$ cat src/rtl/shift_sequencer.sv
// shift_sequencer: a multi-cycle left shifter (dout = din << shamt) built on the
// fixed shift-by-2 left_shifter. When shamt is odd, a final 1-bit step finishes
// the shift. busy and done are decoded from registered state only, so no input
// has a combinational path to an output.
// Optional feature: define SHIFT_SEQ_ABORT_EN to add the abort (flush) port.

// Fixed shift-by-2 block; en=0 passes the operand through unchanged.
module left_shifter (
    input  logic        en,
    input  logic [31:0] number,
    output logic [31:0] shifted
);
    assign shifted = en ? {number[29:0], 2'b00} : number;
endmodule

module shift_sequencer (
    input  logic        clk,
    input  logic        rst_n,
    input  logic        start,
    input  logic [4:0]  shamt,
    input  logic [31:0] din,
`ifdef SHIFT_SEQ_ABORT_EN
    input  logic        abort,
`endif
    output logic        busy,
    output logic        done,
    output logic [31:0] dout
);
    typedef enum logic [1:0] {
        IDLE  = 2'b00,
        SHIFT = 2'b01,
        DONE  = 2'b10
    } state_t;

    state_t      state_q, state_d;
    logic [31:0] acc_q, acc_d;
    logic [4:0]  rem_q, rem_d;
    logic [31:0] acc_shl2;

    // Shift-by-2 step, always enabled; only its acc<<2 result is used.
    left_shifter u_left_shifter (
        .en      (1'b1),
        .number  (acc_q),
        .shifted (acc_shl2)
    );

    // Next state and datapath: load on accept, then consume rem two bits at a time.
    always_comb begin
        state_d = state_q;
        acc_d   = acc_q;
        rem_d   = rem_q;
        unique case (state_q)
            IDLE, DONE: begin
                if (start) begin
                    acc_d   = din;
                    rem_d   = shamt;
                    state_d = (shamt == 5'd0) ? DONE : SHIFT;
                end else if (state_q == DONE) begin
                    state_d = IDLE;
                end
            end
            SHIFT: begin
                if (rem_q >= 5'd2) begin
                    acc_d = acc_shl2;
                    rem_d = rem_q - 5'd2;
                end else begin
                    // An odd remainder ends with a single-bit step.
                    acc_d = {acc_q[30:0], 1'b0};
                    rem_d = 5'd0;
                end
                state_d = (rem_d == 5'd0) ? DONE : SHIFT;
`ifdef SHIFT_SEQ_ABORT_EN
                // A flush drops the operation and clears the result, so done never pulses for it.
                if (abort) begin
                    state_d = IDLE;
                    acc_d   = '0;
                    rem_d   = '0;
                end
`endif
            end
            default: begin
                state_d = IDLE;
            end
        endcase
    end

    // State and datapath registers; reset wins over start and abort.
    always_ff @(posedge clk) begin
        if (!rst_n) begin
            state_q <= IDLE;
            acc_q   <= '0;
            rem_q   <= '0;
        end else begin
            state_q <= state_d;
            acc_q   <= acc_d;
            rem_q   <= rem_d;
        end
    end

    assign busy = (state_q == SHIFT);
    assign done = (state_q == DONE);
    assign dout = acc_q;

endmodule

$ cat config.mk
export PLATFORM = sky130hd
export DESIGN_NAME = shift_sequencer
export DESIGN_NICKNAME = d
export VERILOG_FILES = /design/src/rtl/shift_sequencer.sv
export SDC_FILE = /design/constraint.sdc
export NUM_CORES = 1
export LEC_CHECK = 0
export ABC_AREA = 1
export ABC_CLOCK_PERIOD_IN_PS = 2400
export CAP_MARGIN = 20
export CORE_ASPECT_RATIO = 1.75
export CORE_MARGIN = 3
export CORE_UTILIZATION = 30
export CTS_CLUSTER_DIAMETER = 100
export DETAILED_ROUTE_END_ITERATION = 8
export HOLD_SLACK_MARGIN = 0.1
export REMOVE_ABC_BUFFERS = 1
export SYNTH_ARGS = -nofsm -noshare
export SYNTH_HDL_FRONTEND = slang
export SYNTH_HIERARCHICAL = 1
export SYNTH_SLANG_ARGS = --single-unit
$ cat constraint.sdc
create_clock -name clk -period 2.4 [get_ports clk]
set_input_delay 0.6 -clock clk [delete_from_list [all_inputs] [get_ports clk]]
set_output_delay 0.6 -clock clk [all_outputs]
set_load 0.005 [all_outputs]
* After elaboration in Yosys (flattened, before gate mapping) *
Index checks and enable logic that the tools add are counted.

storage, ports and cells
  flip-flop bits (word level) = 39
  input port bits = 40
  output and inout port bits = 34
  word-level logic and storage cells = 27

cells by class
  $add $sub $neg = 1
  $lt $le $gt $ge = 1
  eq/ne operators = 4
  mux-type cells = 12
  reduce and logical (&&, ||, !) cells = 6

operators with widths
  cell                   count
  $mux W32               2
  $pmux W32 S2           1
  $mux W5                3
  $logic_not A5 Y1       2
  $pmux W5 S2            1
  $mux W2                4
  $ge A5 B2 Y1 const B   1
  $sub A5 B2 Y5 const B  1
  $pmux W2 S2            1
  $ne A3 B3 Y1 const B   1
  $eq A2 B1 Y1 const B   1
  $eq A2 B2 Y1 const B   1
  $logic_not A2 Y1       1
  $ne A2 B2 Y1 const B   1
  $reduce_and A2 Y1      1
  $reduce_bool A2 Y1     1
  $reduce_or A2 Y1       1

* Logic depth before layout (Yosys ltp) *
  word-level depth = 6
  mapped depth = 9
  depth with buffers taken out = 9

* Hierarchy *
Netlist, hierarchy kept.

modules (own cells, without submodules)
  module           times used  cells an instance  area each (um2)  sequential area each (um2)
  shift_sequencer  1           343                2321.0           780.7
  left_shifter     1           102                491.7            0.0

* Least setup slack after synthesis *
Ideal clock, no wire load.

  kind = reg2out
  start point = register state_q[0]
  end point = output busy
  arrival time = 0.787 ns
  required time = 1.800 ns
  path slack = 1.013 ns
  stages on the path, launching flop included = 4
  path buffers = 1
  path through = dfxtp_1 nand2_2 inv_2 buf_2

between the ends
  cells in the longest elaborated chain, start to end = 1

ends and longest elaborated chain
  what                    line  text
  from (decl)             35    state_t state_q, state_d;
  from (signal assigned)  94    state_q <= state_d;
  $eq A2 B1 Y1            100   assign busy = (state_q == SHIFT);
  to (decl)               25    output logic busy,

Every way passes these cells.

* Worst setup path in the final report *
Ends and elaborated chain as after synthesis.

==> metrics.txt <==
CP endpoint kind=output port; highest clock rate=between 500 and 600 MHz; vias in the first global route=2879; end of the critical path=busy; worst hold slack=0.487 ns; DPL Wire Length=5700 um; Setup crit start kind=flip-flop; Vias=between 3000 and 4000; Synth-to-Final Area Change=30.6%; setup TNS=0 ns; FF-to-FF setup slack=0.79 ns; core area=9090 sq um; count of final setup violators=0; CTS H-tree depth=2; GRT Util Overall=16.4%; Filler cells=~1000; die area=approximately 11000 sq um; TritonRoute pass-1 iters=4; cts repair resizes=0; asr flop ratio synth=0%; TritonCTS clock tree=done; # rows=46; ratio of total power to cell area=728 nW/um^2; YS warnings=6; Worst EP required=roughly 1.8 ns; IO Count=74; largest net degree at the start of global routing=38; critical-path cell list=nand2_2 > inv_2 > clkdlybuf4s50_1; fin nets=~540; outcome=finished, final reports clean; worst min path class=flip-flop to flip-flop; Pins Over Slew Limit=0; Worst R2R Start=rem_q[2]$_SDFFE_PN0P_; global-route wire length before repair=14100 um; CP Class=flip-flop to output port; cell count after synthesis=about 450; Die Ht=roughly 130 um; max incr delay on CP=slightly below 0.5 ns; Max clock buf depth=2; crit path max fanout=3; final hold violations=0; Slowest-stage cell, CP=clkdlybuf4s50_1; period utilisation layout=just under 80%; n_diodes=0; RSZ-0062 raised after global routing=false; Syn Area/Cell=approximately 6.3 sq um; Yosys reg bits=39; total CTS buffers=5; Pleak=1.55 nW; leading cell types in the layout, fill and taps excluded=nand2_1, clkdlybuf4s50_1, o21ai_0, inv_1, dfxtp_1; share of layout cells above drive strength 1=7.78%; Routability Congestion=a little under 0.8; register area=781 sq um; Period minus WS final=1.86 ns; Worst Skew=roughly 0.0034 ns; drt drc=0; share of the synthesized area in the top cell type=27.8%; Horiz. Die Dim=79.2 um; CP top delay family=buffers and inverters; Post-synth top flop=dfxtp_1; Overflow after GRT=0; Multi-input gate area=1630 sq um; number of synthesized flops with an enable pin=0; via/cell ratio=4.94; clock sinks=39; Starting Density=between 30% and 40%; Unique masters post-synth=30; commonest non-fill, non-tap cell in the layout=nand2_1; Crit path depth=3; Total Routed Length=8700 um; antenna viol nets, final=0; Synth area leaders=dfxtp_1, nand2_1, o21ai_0; Worst Setup SP=state_q[0]$_SDFFE_PN0P_; I/O Buffers=73; WP buf/inv=2; Arrival @ worst endpoint=1.26 ns; DR iter-0 viols=267; CTS root buffer=clkbuf_16; part of the Yosys area used for sequential elements=27.8%; hold buffers post-CTS=0; CTS clk-pin slew, worst paths=about 0.060 ns; initial antenna violation count=0; Worst-Skew Late Latency=a little under 0.3 ns; area leader, netlist=dfxtp_1; max_cap viols=0; FF-to-FF End=state_q[0]$_SDFFE_PN0P_; drt wl/cell=14.0 um; peak supply drop=360 uV; FF-to-FF path depth=9; post-synthesis cell area=2810 sq um; postcts setup bufs=0
layer usage:
metal,vias to the layer above,part of all wire [%],global-route usage [%]
met1,1431,40,18.5
met5,-,0,0
met4,0,1.3,5.45
met3,6,3.9,2.22
met2,73,55,30.7
li1,1558,-,-
worst min-delay path: cells and delay by family (launching register included):
kind,cells,cell delay (ns)
flops,1,0.32
simple gates,1,0.07
compound gates,1,0.05
power breakdown:
| group | switching [mW] | internal [mW] | total, mW |
|---|---|---|---|
| Combinational | 0.599 | 0.488 | 1.09 |
| Clock | 0.273 | 0.443 | 0.716 |
| Sequential | 0.124 | 0.747 | 0.871 |
| Total | 0.997 | 1.68 | 2.67 |
registers in the layout, indices dropped and copies added, names as in the netlist:
name,cells
rem_q,5
state_q,2
dout,32
how the worst min path moves through the flow:
stage,from,endpoint,slack (ns),depth (start not counted)
floorplan,rem_q[0]$_SDFFE_PN0P_,rem_q[0]$_SDFFE_PN0P_,0.45,2
global placement,rem_q[0]$_SDFFE_PN0P_,rem_q[0]$_SDFFE_PN0P_,0.47,2
detailed placement,rem_q[0]$_SDFFE_PN0P_,rem_q[0]$_SDFFE_PN0P_,0.48,2
CTS,rem_q[0]$_SDFFE_PN0P_,rem_q[0]$_SDFFE_PN0P_,0.49,2
global route,rem_q[0]$_SDFFE_PN0P_,rem_q[0]$_SDFFE_PN0P_,0.50,2
finish,rem_q[0]$_SDFFE_PN0P_,rem_q[0]$_SDFFE_PN0P_,0.49,2
metrics by stage:
stage / utilization (%) / instance area [sq um] / setup WS (ns) / total power, mW / std cells
finish: 40.4 / 3670 / 0.538 / 2.67 / 621
global route: 40.4 / 3670 / 0.486 / 2.87 / 621
CTS: 40.4 / 3670 / 0.518 / 2.70 / 621
detailed placement: 38.7 / 3520 / 0.370 / 1.97 / 613
global placement: 38.7 / 3520 / 0.388 / 1.95 / 613
floorplan: - / 2590 / 0.583 / 1.51 / 414
synthesized netlist by cell type (6+ instances only):
cell type  number
nor2_1          7
buf_2           9
nand2_2        16
dfxtp_1        39
a21oi_1        35
o21ai_0        63
buf_6           6
nand2_1       122
nand3_1        37
clkbuf_1       10
nand3b_1       31
inv_1          42
kinds of logic after synthesis:
family | count (synthesis) | synth area share, %
compound gates | 106 | 19.4
fa+ha+maj | 1 | 0.445
flops | 39 | 27.8
simple gates | 221 | 38.1
other cells | 1 | 0.133
buf+inv | 77 | 14.2
layout make-up:
type | count | area share [%]
Multi-Input combinational cell | 329 | 44.4
Sequential cell | 39 | 21.2
Timing Repair Buffer | 79 | 21.1
Inverter | 46 | 4.90
Clock buffer | 8 | 4.26
Tap cell | 120 | 4.09
(Power assumes the default switching activity.)
